<file path="config.mk">
export PLATFORM = sky130hd
export DESIGN_NAME = periph_tx_initiator_flat
export DESIGN_NICKNAME = d
export VERILOG_FILES = /design/src/rtl/periph_tx_initiator_if.sv /design/src/rtl/periph_tx_initiator.sv /design/src/flat_wrapper.sv
export SDC_FILE = /design/constraint.sdc
export NUM_CORES = 1
export LEC_CHECK = 0
export CORE_ASPECT_RATIO = 0.9
export CORE_UTILIZATION = 60
export DETAILED_ROUTE_END_ITERATION = 8
export PLACE_DENSITY = 0.93
export SYNTH_ARGS = -nofsm -noshare
export SYNTH_HDL_FRONTEND = slang
export SYNTH_SLANG_ARGS = --single-unit
</file>
<file path="constraint.sdc">
create_clock -name clk -period 4.5 [get_ports clk]
set_clock_uncertainty 0.15 [all_clocks]
set_input_delay 1.125 -clock clk [delete_from_list [all_inputs] [get_ports clk]]
set_output_delay 1.125 -clock clk [all_outputs]
set_load 0.03 [all_outputs]
</file>
<file path="src/rtl/periph_tx_initiator_if.sv">
// Store-path write port and send/ack peripheral handshake of the transmit initiator.
interface periph_tx_initiator_if;
    logic        wr_en;
    logic [15:0] wr_data;
    logic        full;
    logic [15:0] dado;
    logic [1:0]  send;
    logic [1:0]  ack;
    logic        busy;
    logic        timeout_err;
    logic [7:0]  sent_count;

    modport master (
        input  wr_en, wr_data, ack,
        output full, dado, send, busy, timeout_err, sent_count
    );

    modport slave (
        output wr_en, wr_data, ack,
        input  full, dado, send, busy, timeout_err, sent_count
    );
endinterface

</file>
<file path="src/rtl/periph_tx_initiator.sv">
// Buffers datapath words in a FIFO and sends each one to the peripheral
// over a 4-phase send/ack handshake with a bounded wait for acknowledge.
module periph_tx_initiator #(
    parameter int unsigned DEPTH   = 4,
    parameter int unsigned TIMEOUT = 255
) (
    input  logic                  clk,
    input  logic                  rst,
    periph_tx_initiator_if.master bus
);
    localparam int unsigned AW = $clog2(DEPTH);
    localparam int unsigned CW = AW + 1;
    localparam int unsigned TW = 16;

    typedef enum logic [1:0] {IDLE, REQ, RELEASE} state_t;

    logic [15:0]   mem [DEPTH];
    logic [AW-1:0] wr_ptr;
    logic [AW-1:0] rd_ptr;
    logic [CW-1:0] count;
    state_t        state;
    logic [TW-1:0] timer;
    logic [15:0]   dado_q;
    logic [1:0]    send_q;
    logic          err_q;
    logic [7:0]    cnt_q;

    logic full_int;
    logic empty;
    logic push;
    logic load;

    // Full is judged on the registered count, so a same-cycle pop never frees room for a write.
    assign full_int = (count == CW'(DEPTH));
    assign empty    = (count == '0);
    assign push     = bus.wr_en && !full_int;
    assign load     = !empty && ((state == IDLE) || (state == RELEASE && bus.ack == 2'b00));

    always_ff @(posedge clk) begin
        if (push) begin
            mem[wr_ptr] <= bus.wr_data;
        end
    end

    always_ff @(posedge clk) begin
        if (rst) begin
            state  <= IDLE;
            wr_ptr <= '0;
            rd_ptr <= '0;
            count  <= '0;
            timer  <= '0;
            dado_q <= '0;
            send_q <= 2'b00;
            err_q  <= 1'b0;
            cnt_q  <= '0;
        end else begin
            if (push) wr_ptr <= wr_ptr + AW'(1);
            if (load) rd_ptr <= rd_ptr + AW'(1);
            count <= count + CW'(push) - CW'(load);

            // A load can happen from IDLE or straight out of RELEASE, skipping IDLE.
            if (load) begin
                dado_q <= mem[rd_ptr];
                send_q <= 2'b01;
                timer  <= '0;
                state  <= REQ;
            end else begin
                case (state)
                    REQ: begin
                        if (bus.ack == 2'b01) begin
                            send_q <= 2'b00;
                            cnt_q  <= cnt_q + 8'd1;
                            state  <= RELEASE;
                        end else if (timer == TW'(TIMEOUT - 1)) begin
                            send_q <= 2'b00;
                            err_q  <= 1'b1;
                            state  <= RELEASE;
                        end else begin
                            timer <= timer + TW'(1);
                        end
                    end
                    RELEASE: begin
                        if (bus.ack == 2'b00) state <= IDLE;
                    end
                    default: state <= IDLE;
                endcase
            end
        end
    end

    assign bus.full        = full_int;
    assign bus.busy        = (state != IDLE) || !empty;
    assign bus.dado        = dado_q;
    assign bus.send        = send_q;
    assign bus.timeout_err = err_q;
    assign bus.sent_count  = cnt_q;
endmodule

</file>
<file path="src/flat_wrapper.sv">
// flat-port wrapper written by rule: the top's interface ports become plain ports
module periph_tx_initiator_flat 
#(
    parameter int unsigned DEPTH   = 4,
    parameter int unsigned TIMEOUT = 255
)
  (clk, rst, bus_wr_en, bus_wr_data, bus_ack, bus_full, bus_dado, bus_send, bus_busy, bus_timeout_err, bus_sent_count);
  periph_tx_initiator_if bus_i ();
  input  logic clk;
  input  logic rst;
  input wire logic [$bits(bus_i.wr_en)-1:0] bus_wr_en;
  input wire logic [$bits(bus_i.wr_data)-1:0] bus_wr_data;
  input wire logic [$bits(bus_i.ack)-1:0] bus_ack;
  output wire logic [$bits(bus_i.full)-1:0] bus_full;
  output wire logic [$bits(bus_i.dado)-1:0] bus_dado;
  output wire logic [$bits(bus_i.send)-1:0] bus_send;
  output wire logic [$bits(bus_i.busy)-1:0] bus_busy;
  output wire logic [$bits(bus_i.timeout_err)-1:0] bus_timeout_err;
  output wire logic [$bits(bus_i.sent_count)-1:0] bus_sent_count;
  assign bus_i.wr_en = bus_wr_en;
  assign bus_i.wr_data = bus_wr_data;
  assign bus_i.ack = bus_ack;
  assign bus_full = bus_i.full;
  assign bus_dado = bus_i.dado;
  assign bus_send = bus_i.send;
  assign bus_busy = bus_i.busy;
  assign bus_timeout_err = bus_i.timeout_err;
  assign bus_sent_count = bus_i.sent_count;
  periph_tx_initiator #(.DEPTH(DEPTH), .TIMEOUT(TIMEOUT)) u_core (.clk(clk), .rst(rst), .bus(bus_i));
endmodule
</file>
Yosys cells after proc, flatten, opt, wreduce, memory -nomap -nowiden --
Memory sizes are Yosys's and may differ from the RTL's. A register that Yosys moved wholly into a read port is not among the register bits. Cells that the tools add are included.
Word-level totals: output and inout port bits 29, RAM bits 64, word-level logic and storage cells 62, bits in registers 36, memories kept 1, bits of input ports 21
Memory list:
- u_core.mem | depth 4, bits a word 16, rd ports 1, clocked after memory_dff 1, write ports 1, line periph_tx_initiator.sv:17 | logic [15:0] mem [DEPTH];
Cells by class: muxes and demuxes 11, bitwise operators 3, reduce and logical (&&, ||, !) cells 22, add/subtract/negate cells 6, equality and inequality tests 9
Operators with widths (number):
- 16-bit by 1-bit adder with 16-bit output, second input constant | 1
- 16-bit by 8-bit equality test with 1-bit output, second input constant | 1
- 2-bit 2-to-1 mux | 5
- 8-bit by 1-bit adder with 8-bit output, second input constant | 1
- 2-bit AND reduction | 4
- 3-bit AND reduction | 2
- 2-bit nonzero test | 3
- 1-bit 2-to-1 mux | 5
- 2-bit by 1-bit adder with 2-bit output, second input constant | 2
- 2-bit by 1-bit equality test with 1-bit output, second input constant | 2
- 2-bit logical NOT | 2
- 4-bit by 1-bit != test with 1-bit output, second input constant | 1
- 2-bit case mux with 2 select lines | 1
- 4-bit AND reduction | 1
- 3-bit by 1-bit adder with 3-bit output | 1
- 3-bit equality test, second input constant | 1
- 1-bit logical AND | 3
- 3-bit logical NOT | 1
- 3-bit by 1-bit != test with 1-bit output, second input constant | 1
- 3-bit by 2-bit != test with 1-bit output, second input constant | 1
- 1-bit NOT | 3
- 3-bit nonzero test | 1
- 3-bit by 1-bit subtractor with 3-bit output | 1
- 2-bit equality test, second input constant | 1
- other kinds (4) | 6

Depth between registers and ports, before layout --
Gate-level depths: netlist (run 1).
depth after elaboration 6, depth in mapped cells 11, depth with buffers taken out 9

Least setup slack after synthesis (run 1) --
Ideal clock, no wire load.
path kind in2reg, from input bus_ack[1], to register u_core.count[2], stages on the path 10, data required time 4.222 ns, slack 1.583 ns, library setup time 0.128 ns, data arrival time 2.640 ns, cell sequence o21ai_1 and3_1 buf_2 nand2b_1 nand2_1 ha_1 fa_1 xnor2_1 xnor2_1 nor2_1
Between the ends: word-level cells in the longest chain between the ends 5
RTL lines:
- start: declaration | line flat_wrapper.sv:13 | input wire logic [$bits(bus_i.ack)-1:0] bus_ack;
- 2-bit logical NOT | line periph_tx_initiator.sv:37 | assign load = !empty && ((state == IDLE) || (state == RELEASE && bus.ack == 2'b00));
- 1-bit logical AND | line periph_tx_initiator.sv:37
- 1-bit logical OR | line periph_tx_initiator.sv:37
- 1-bit logical AND | line periph_tx_initiator.sv:37
- 3-bit by 1-bit subtractor with 3-bit output | line periph_tx_initiator.sv:59 | count <= count + CW'(push) - CW'(load);
- end signal: assignment | line periph_tx_initiator.sv:59
- end: declaration | line periph_tx_initiator.sv:20 | logic [CW-1:0] count;
Every way passes these cells. A chain may end at the register's enable or synchronous reset.

Worst setup path in the final report (run 1) --
from register u_core.count[2], to output bus_busy
Between the ends: word-level cells in the longest chain between the ends 3
RTL lines:
- 3-bit logical NOT | line periph_tx_initiator.sv:35 | assign empty = (count == '0);
- 1-bit logical NOT | line periph_tx_initiator.sv:92 | assign bus.busy = (state != IDLE) || !empty;
- 1-bit logical OR | line periph_tx_initiator.sv:92
- end: declaration | line flat_wrapper.sv:17 | output wire logic [$bits(bus_i.busy)-1:0] bus_busy;
Every way passes these cells.

==> flow_summary.html, run 1 <==
<table>
<tr><th>Metric</th><th>Value</th></tr>
<tr><th colspan="2">Run status</th></tr>
<tr><td>Run status</td><td>finished, final reports clean</td></tr>
<tr><th colspan="2">Synthesis</th></tr>
<tr><td>Register bit total from synthesis</td><td>115</td></tr>
<tr><td>EDFF count, synth</td><td>64</td></tr>
<tr><td>Synthesis warning total</td><td>0</td></tr>
<tr><td>Share of synthesized flip-flops with an asynchronous set or reset</td><td>0%</td></tr>
<tr><td>Synth top area share</td><td>41.25%</td></tr>
<tr><td>Largest cells by area after synthesis</td><td>edfxtp_1 (41%), dfxtp_1 (22%), mux4_2 (7.7%)</td></tr>
<tr><td>Number of nets in the synthesized netlist</td><td>387</td></tr>
<tr><td>Cell taking the most area after synthesis</td><td>edfxtp_1</td></tr>
<tr><td>Post-synth cell types</td><td>44</td></tr>
<tr><td>Post-Syn Area</td><td>0.004659 mm^2</td></tr>
<tr><td>Post-Syn Instances</td><td>357</td></tr>
<tr><td>Ys flop type</td><td>edfxtp_1</td></tr>
<tr><td>Portion of the post-synthesis area used by sequential elements</td><td>63.16%</td></tr>
<tr><td>Average cell area after synthesis</td><td>13.05 um^2</td></tr>
<tr><th colspan="2">Critical path</th></tr>
<tr><td>CP max stage delay</td><td>0.60 ns</td></tr>
<tr><td>Critical path data required time</td><td>3.22 ns</td></tr>
<tr><td>Arrival time at the worst endpoint</td><td>2.25 ns</td></tr>
<tr><td>Crit-path most repeated cell</td><td>or3_1</td></tr>
<tr><td>Type of destination of the critical path</td><td>primary output</td></tr>
<tr><td>Flop-to-flop setup slack</td><td>2.05 ns</td></tr>
<tr><td>Max FO, Critical Path</td><td>6</td></tr>
<tr><td>Crit path kind</td><td>reg -&gt; out</td></tr>
<tr><td>Kind of launch point of the worst setup path</td><td>flip-flop</td></tr>
<tr><td>Cell chain of the critical path</td><td>or3_1, or3_1, clkdlybuf4s50_1</td></tr>
<tr><td>Largest delay contributor family on the critical path</td><td>simple AND/OR/NAND/NOR gates</td></tr>
<tr><td>Worst path bufs/invs</td><td>1</td></tr>
<tr><td>CP max stage cell</td><td>clkdlybuf4s50_1</td></tr>
<tr><th colspan="2">Detailed routing</th></tr>
<tr><td>Detail-routed via count per cell</td><td>5.996</td></tr>
<tr><td>Vias after detailed routing</td><td>3094</td></tr>
<tr><td>Violation count after the first detailed-routing iteration</td><td>157</td></tr>
<tr><td>Routed wire length</td><td>9826 um</td></tr>
<tr><td>Top sig layer</td><td>met4</td></tr>
<tr><td>Met1 WL</td><td>3890 um</td></tr>
<tr><td>Met2 routed wirelength</td><td>5319 um</td></tr>
<tr><td>Wire length on met3</td><td>522 um</td></tr>
<tr><td>Detailed-routing iteration count for the pre-antenna-repair pass</td><td>4</td></tr>
<tr><td>DRC violation count after routing</td><td>0</td></tr>
<tr><td>Average detailed-routed wire length per instance</td><td>19.04 um</td></tr>
<tr><td>Number of nets with antenna violations after detailed routing</td><td>0</td></tr>
<tr><th colspan="2">Clocking</th></tr>
<tr><td>Hold buffers post-CTS</td><td>0</td></tr>
<tr><td>CTS tree</td><td>built</td></tr>
<tr><td>Clock sink total</td><td>115</td></tr>
<tr><td>CTS clk-pin slew, worst paths</td><td>0.06 ns</td></tr>
<tr><td>CTS max path bufs</td><td>2</td></tr>
<tr><td>Maximum level of the CTS H-tree</td><td>4</td></tr>
<tr><td>Num CTS Buffers</td><td>17</td></tr>
<tr><td>Post-CTS Repair Setup Buffers</td><td>0</td></tr>
<tr><td>Clock insertion delay at the later pin of the skew report</td><td>0.51 ns</td></tr>
<tr><td>CTS Root Buffer Type</td><td>clkbuf_8</td></tr>
<tr><td>Post-cts sizing count</td><td>0</td></tr>
<tr><th colspan="2">Die</th></tr>
<tr><td>Horiz. Die Dim</td><td>94.89 um</td></tr>
<tr><td>Die Y</td><td>85.60 um</td></tr>
<tr><td>Initial core utilization</td><td>61.76%</td></tr>
<tr><td>I/O pin count</td><td>50</td></tr>
<tr><td>Die footprint</td><td>0.008123 mm^2</td></tr>
<tr><td>Row count</td><td>30</td></tr>
<tr><td>Area of the placeable core</td><td>0.007545 mm^2</td></tr>
<tr><th colspan="2">STA</th></tr>
<tr><td>Final min period</td><td>3.521 ns</td></tr>
<tr><td>Final worst path period share</td><td>78.25%</td></tr>
<tr><td>Relative slew slack</td><td>35.82%</td></tr>
<tr><td>Hold Fails Final Rpt</td><td>0</td></tr>
<tr><td>Pins Over Slew Limit</td><td>0</td></tr>
<tr><td>Fmax</td><td>0.2840 GHz</td></tr>
<tr><td>Slew at the pin closest to its max-slew limit</td><td>0.9555 ns</td></tr>
<tr><td>Accumulated negative setup slack</td><td>0 ns</td></tr>
<tr><td>Endpoints failing setup</td><td>0</td></tr>
<tr><td>Setup repair after global routing missed its margin</td><td>false</td></tr>
<tr><th colspan="2">Layout</th></tr>
<tr><td>Final-layout fill cell count</td><td>451</td></tr>
<tr><td>Fraction of final layout cells sized beyond drive strength 1</td><td>14.05%</td></tr>
<tr><td>Footprint of the multi-input gates</td><td>0.001587 mm^2</td></tr>
<tr><td>Ant diodes</td><td>0</td></tr>
<tr><td>Total area of sequential cells</td><td>0.002943 mm^2</td></tr>
<tr><td>Nets</td><td>438</td></tr>
<tr><td>Final Instance Count excl. Fillers</td><td>516</td></tr>
<tr><td>Area growth from synthesis to layout</td><td>23.79%</td></tr>
<tr><th colspan="2">Placement</th></tr>
<tr><td>Port-buffer cells</td><td>48</td></tr>
<tr><td>Estimated wirelength of the detail-placed design</td><td>5799 um</td></tr>
<tr><td>Global placement routability congestion</td><td>0.7736</td></tr>
<tr><td>Number of cells in the design after placement</td><td>485</td></tr>
<tr><th colspan="2">Pwr</th></tr>
<tr><td>Leakage</td><td>1.952 nW</td></tr>
<tr><td>Power per cell area</td><td>631.6 mW/mm^2</td></tr>
<tr><td>VDD IR max</td><td>412.9 uV</td></tr>
<tr><th colspan="2">Global route</th></tr>
<tr><td>Antenna violations before repair</td><td>0</td></tr>
<tr><td>Leftover overflow at the end of global routing</td><td>0</td></tr>
<tr><td>Global-route wire length before repair</td><td>15770 um</td></tr>
<tr><td>Pin count of the biggest net entering global routing</td><td>38</td></tr>
<tr><td>Via count of the first global-routing pass</td><td>3083</td></tr>
<tr><td>Global Route Usage Sum</td><td>27.07%</td></tr>
<tr><th colspan="2">Run</th></tr>
<tr><td>Total of max-cap violations</td><td>0</td></tr>
<tr><th colspan="2">Min path</th></tr>
<tr><td>Path category of the worst min-delay check</td><td>reg -&gt; reg</td></tr>
</table>
routing by layer:
layer | vias up | global-route usage (%)
met5 | - | 0
met4 | 0 | 9.780
met3 | 7 | 8.333
met2 | 107 | 45.91
met1 | 1542 | 32.62
li1 | 1438 | -
worst reg2reg max path: cells and delay by family, from the launching register on:
family | cells | cell delay (ns)
xor+xnor | 2 | 0.32
fa+ha+maj | 2 | 0.58
flops | 1 | 0.33
simple gates | 5 | 0.94
area by class of cell:
class	instances	share of cell area, %
flip-flops and latches	115	51.02
clock buffers	19	7.484
clock inverters	12	2.733
repair buffers	51	8.720
multi-input cells	216	27.51
well taps	96	2.082
inverters	7	0.4555
per-stage QoR:
stage / setup slack [ns] / util (%) / total power [mW] / hold WS [ns] / instance area, um^2
5_1_grt: 0.9020 / 76.45 / 3.801 / 0.3304 / 5768
3_3_place_gp: 1.091 / 68.64 / 2.270 / 0.2938 / 5179
3_5_place_dp: 0.9666 / 68.64 / 2.313 / 0.2984 / 5179
4_1_cts: 0.9774 / 76.45 / 3.667 / 0.3097 / 5768
6_report: 0.9787 / 76.45 / 3.643 / 0.3085 / 5768
2_1_floorplan: 1.583 / - / 2.002 / 0.2967 / 4659
placed cells by master, fill, tap and decap left out, drive strengths merged, types with 2 or more instances in the layout:
| cell | n |
|---|---|
| edfxtp | 64 |
| dfxtp | 51 |
| clkdlybuf4s50 | 48 |
| nand2 | 42 |
| a21oi | 32 |
| clkbuf | 19 |
| mux4 | 16 |
| nor2 | 13 |
| or3 | 11 |
| nand4 | 11 |
| o21ai | 11 |
| nand3 | 8 |
| xnor2 | 8 |
| ha | 8 |
| inv | 8 |
| or4 | 8 |
| o31ai | 6 |
| nor2b | 5 |
| and3 | 5 |
| clkinv | 5 |
| and2 | 4 |
| xor2 | 4 |
| o211ai | 4 |
| nand2b | 3 |
| clkinvlp | 3 |
| bufinv | 3 |
| buf | 3 |
| nor4 | 3 |
| and4 | 2 |
| a31oi | 2 |
logic make-up after synthesis:
group,Yosys count,synth area share [%]
other,1,0.08048
adders and majority gates,9,2.578
AOI/OAI and AO/OA,57,7.384
DFF,115,63.16
and+or+nand+nor,120,13.80
buffers and inverters,26,2.793
muxes,17,7.949
xor gates and xnor gates,12,2.256
power breakdown:
| part | internal (mW) | switching (mW) | total (mW) | leakage [nW] |
|---|---|---|---|---|
| Sequential | 1.27 | 0.0977 | 1.37 | 1.00 |
| Clock | 0.856 | 0.475 | 1.33 | 0.280 |
| Combinational | 0.385 | 0.556 | 0.941 | 0.670 |
synth_stat cells (5+ instances only):
cell type  count
edfxtp_1      64
dfxtp_1       51
nand2_1       42
a21oi_1       26
mux4_2        16
nor2_1        13
nand4_1       11
or3_1         11
clkbuf_1       9
ha_1           8
nand3_1        8
xnor2_1        8
inv_1          7
or4_1          7
a21oi_2        6
o21ai_0        6
o31ai_1        6
and3_1         5
nor2b_1        5
o21ai_1        5
flip-flops by register name (all words and copies together) (netlist names):
name,flops
u_core.mem,64
u_core.bus.dado,16
u_core.timer,16
u_core.bus.sent_count,8
u_core.count,3
u_core.rd_ptr,2
u_core.state,2
u_core.wr_ptr,2
u_core.bus.send,1
u_core.bus.timeout_err,1
final timing paths:
| path | startpoint | end | depth (start not counted) |
|---|---|---|---|
| worst max-delay path | u_core.count[2] | bus_busy | 3 |
| worst min register to register | u_core.bus.dado[9] | u_core.bus.dado[9] | 2 |
| worst min-delay path | u_core.bus.dado[9] | u_core.bus.dado[9] | 2 |
| worst max register to register | u_core.count[2] | u_core.count[2] | 9 |
Note: power is estimated with default switching activity, not from simulation.
==> inputs of run 2 (changes only) <==
Settings changed: CORE_UTILIZATION 60 to 56, PLACE_DENSITY 0.93 to 0.88.
Clock period 4.5 ns to 3.64 ns, I/O delays scaled along.
==> flow_summary.html, run 2 (synthesized netlist as in run 1, its figures left out) <==
<table>
<tr><th>Metric</th><th>Value</th></tr>
<tr><th colspan="2">Clocking</th></tr>
<tr><td>Hold buffers post-CTS</td><td>0 (unchanged)</td></tr>
<tr><td>Post-CTS Repair Setup Buffers</td><td>0 (unchanged)</td></tr>
<tr><td>CTS clk-pin slew, worst paths</td><td>0.06 ns (about the same)</td></tr>
<tr><td>Clock insertion delay at the later pin of the skew report</td><td>0.51 ns (about the same)</td></tr>
<tr><td>CTS max path bufs</td><td>2 (unchanged)</td></tr>
<tr><td>Maximum level of the CTS H-tree</td><td>4 (unchanged)</td></tr>
<tr><td>Post-cts sizing count</td><td>0 (unchanged)</td></tr>
<tr><td>Num CTS Buffers</td><td>17 (unchanged)</td></tr>
<tr><td>CTS tree</td><td>built (unchanged)</td></tr>
<tr><td>Clock sink total</td><td>115 (unchanged)</td></tr>
<tr><td>CTS Root Buffer Type</td><td>clkbuf_8 (unchanged)</td></tr>
<tr><th colspan="2">Critical path</th></tr>
<tr><td>Arrival time at the worst endpoint</td><td>2.24 ns (was 2.25 ns)</td></tr>
<tr><td>Type of destination of the critical path</td><td>primary output (unchanged)</td></tr>
<tr><td>Kind of launch point of the worst setup path</td><td>flip-flop (unchanged)</td></tr>
<tr><td>Worst-case reg-to-reg path depth</td><td>4 (was 9)</td></tr>
<tr><td>Max FO, Critical Path</td><td>6 (unchanged)</td></tr>
<tr><td>Critical path data required time</td><td>2.58 ns (was 3.22 ns)</td></tr>
<tr><td>Crit path kind</td><td>reg -&gt; out (unchanged)</td></tr>
<tr><th colspan="2">Die</th></tr>
<tr><td>Initial core utilization</td><td>57.75% (was 61.76%)</td></tr>
<tr><td>Horiz. Die Dim</td><td>98.15 um (was 94.89 um)</td></tr>
<tr><td>I/O pin count</td><td>50 (unchanged)</td></tr>
<tr><td>Area of the placeable core</td><td>0.008068 mm^2 (was 0.007545 mm^2)</td></tr>
<tr><td>Die footprint</td><td>0.008690 mm^2 (was 0.008123 mm^2)</td></tr>
<tr><td>Die Y</td><td>88.54 um (was 85.60 um)</td></tr>
<tr><td>Row count</td><td>31 (was 30)</td></tr>
<tr><th colspan="2">Placement</th></tr>
<tr><td>Worst-case setup slack after placement</td><td>0.4641 ns (was 0.9666 ns)</td></tr>
<tr><td>Placed Area</td><td>0.005243 mm^2 (was 0.005179 mm^2)</td></tr>
<tr><td>Estimated wirelength of the detail-placed design</td><td>6125 um (was 5799 um)</td></tr>
<tr><td>Global placement routability congestion</td><td>0.7652 (was 0.7736)</td></tr>
<tr><td>Port-buffer cells</td><td>48 (unchanged)</td></tr>
<tr><th colspan="2">STA</th></tr>
<tr><td>Final Hold Slack</td><td>0.3003 ns (was 0.3085 ns)</td></tr>
<tr><td>Relative slew slack</td><td>32.95% (was 35.82%)</td></tr>
<tr><td>Final min period</td><td>3.298 ns</td></tr>
<tr><td>Endpoints failing setup</td><td>0 (unchanged)</td></tr>
<tr><td>Post-route setup slack</td><td>0.3421 ns (was 0.9787 ns)</td></tr>
<tr><td>Slew at the pin closest to its max-slew limit</td><td>0.9983 ns (was 0.9555 ns)</td></tr>
<tr><td>Hold Fails Final Rpt</td><td>0 (unchanged)</td></tr>
<tr><td>Final worst path period share</td><td>90.60%</td></tr>
<tr><td>Pins Over Slew Limit</td><td>0 (unchanged)</td></tr>
<tr><td>Fmax</td><td>0.3032 GHz</td></tr>
<tr><td>Setup repair after global routing missed its margin</td><td>false (unchanged)</td></tr>
<tr><td>Accumulated negative setup slack</td><td>0 ns (unchanged)</td></tr>
<tr><th colspan="2">Global route</th></tr>
<tr><td>Via count of the first global-routing pass</td><td>3298 (was 3083)</td></tr>
<tr><td>Pin count of the biggest net entering global routing</td><td>37 (was 38)</td></tr>
<tr><td>Global-route wire length before repair</td><td>16640 um (was 15770 um)</td></tr>
<tr><td>Global Route Usage Sum</td><td>26.00% (was 27.07%)</td></tr>
<tr><td>Leftover overflow at the end of global routing</td><td>0 (unchanged)</td></tr>
<tr><td>Antenna violations before repair</td><td>0 (unchanged)</td></tr>
<tr><th colspan="2">Detailed routing</th></tr>
<tr><td>Average detailed-routed wire length per instance</td><td>19.86 um (was 19.04 um)</td></tr>
<tr><td>Routed wire length</td><td>10480 um (was 9826 um)</td></tr>
<tr><td>Vias after detailed routing</td><td>3263 (was 3094)</td></tr>
<tr><td>Violation count after the first detailed-routing iteration</td><td>265 (was 157)</td></tr>
<tr><td>Number of nets with antenna violations after detailed routing</td><td>0 (unchanged)</td></tr>
<tr><td>Detailed-routing iteration count for the pre-antenna-repair pass</td><td>8 (was 4)</td></tr>
<tr><td>DRC violation count after routing</td><td>1 (was 0)</td></tr>
<tr><td>Detail-routed via count per cell</td><td>6.180 (was 5.996)</td></tr>
<tr><th colspan="2">Run status</th></tr>
<tr><td>Run status</td><td>complete, but fails checks (was finished, final reports clean)</td></tr>
<tr><td>Violations in the final reports</td><td>DRC</td></tr>
<tr><th colspan="2">Layout</th></tr>
<tr><td>Ant diodes</td><td>0 (unchanged)</td></tr>
<tr><td>Nets</td><td>446 (was 438)</td></tr>
<tr><td>Fraction of final layout cells sized beyond drive strength 1</td><td>15.62% (was 14.05%)</td></tr>
<tr><td>Area growth from synthesis to layout</td><td>25.70% (was 23.79%)</td></tr>
<tr><td>Register ranked first by flip-flop count</td><td>u_core.mem (unchanged)</td></tr>
<tr><td>Most used cells in the layout excluding fill and tap cells</td><td>edfxtp_1 (64), dfxtp_1 (51), clkdlybuf4s50_1 (48) (unchanged)</td></tr>
<tr><td>Post-layout instance area</td><td>0.005857 mm^2 (was 0.005768 mm^2)</td></tr>
<tr><td>Number of flip-flops under the largest register name</td><td>64 (unchanged)</td></tr>
<tr><td>Most frequent standard cell in the layout excluding fill and tap cells</td><td>edfxtp_1 (unchanged)</td></tr>
<tr><th colspan="2">Run</th></tr>
<tr><td>Total of max-cap violations</td><td>0 (unchanged)</td></tr>
<tr><th colspan="2">Pwr</th></tr>
<tr><td>Clock network fraction of total power</td><td>37.2% (was 36.5%)</td></tr>
<tr><td>Part of the total power dissipated in combinational logic</td><td>25.7% (was 25.8%)</td></tr>
<tr><td>Sw Share</td><td>30.55% (was 30.99%)</td></tr>
<tr><td>Int Power</td><td>3.195 mW (was 2.514 mW)</td></tr>
<tr><td>Share of power burned in registers</td><td>37.1% (was 37.6%)</td></tr>
<tr><td>VDD IR max</td><td>549.0 uV (was 412.9 uV)</td></tr>
<tr><td>Leakage</td><td>2.004 nW (was 1.952 nW)</td></tr>
<tr><td>Pwr Total</td><td>4.601 mW (was 3.643 mW)</td></tr>
<tr><td>Power per cell area</td><td>785.5 mW/mm^2 (was 631.6 mW/mm^2)</td></tr>
<tr><td>NetSw</td><td>1.405 mW (was 1.129 mW)</td></tr>
<tr><th colspan="2">Min path</th></tr>
<tr><td>Path category of the worst min-delay check</td><td>reg -&gt; reg (unchanged)</td></tr>
<tr><td>Number of cells on the worst hold path</td><td>2 (unchanged)</td></tr>
</table>
-- run 2: cell types whose count changed in the layout (fill, tap and decap cells not counted) --
| cell | previous run | this run |
|---|---|---|
| buf_4 | 3 | 11 |
| clkinv_4 | 3 | 2 |
| clkinv_1 | 0 | 1 |
| bufinv_16 | 3 | 4 |
-- run 2: metal layers --
metal  track usage [%]  wire length (um)  vias to the layer above
met1             30.59              4051                     1595
met4             13.16               305                        0
met3             6.951               781                       40
li1                  -                 -                     1450
met2             45.01              5346                      178
met5                 0                 0                        -
-- run 2: power groups by stage --
stage	logic, mW	registers, mW	clock network (mW)
after floorplan	0.655	1.82	0
after global placement	1.13	1.72	0
after detailed placement	1.16	1.73	0
after CTS	1.19	1.71	1.72
after global routing	1.27	1.73	1.78
final	1.18	1.71	1.71
-- run 2: worst paths after layout --
check / slack, ns / start / to
worst max-delay path: 0.34 / u_core.count[2] / bus_busy
worst min-delay path: 0.30 / u_core.bus.dado[9] / u_core.bus.dado[9]
worst max register to register: 1.13 / u_core.state[0] / u_core.timer[9]
worst min register to register: 0.30 / u_core.bus.dado[9] / u_core.bus.dado[9]
-- run 2: cell type report --
class	count	area [um^2]
Tap cell	99	123.9
Multi-Input combinational cell	216	1587
Inverter	7	26.28
Clock inverter	13	182.7
Sequential cell	115	2943
Clock buffer	19	431.7
Timing Repair Buffer	59	563.0
Fill cell	502	2211
-- run 2: worst max-delay path, stage by stage (launching register included) --
cell,delay (ns)
dfxtp_1,0.33
or3_1,0.46
or3_1,0.33
clkdlybuf4s50_1,0.60
-- run 2: through the flow --
step           utilization (%)  cells
5_1_grt                  72.60    528
6_report                 72.60    528
4_1_cts                  72.60    528
3_5_place_dp             64.98    496
2_1_floorplan                -    357
3_3_place_gp             64.98    496
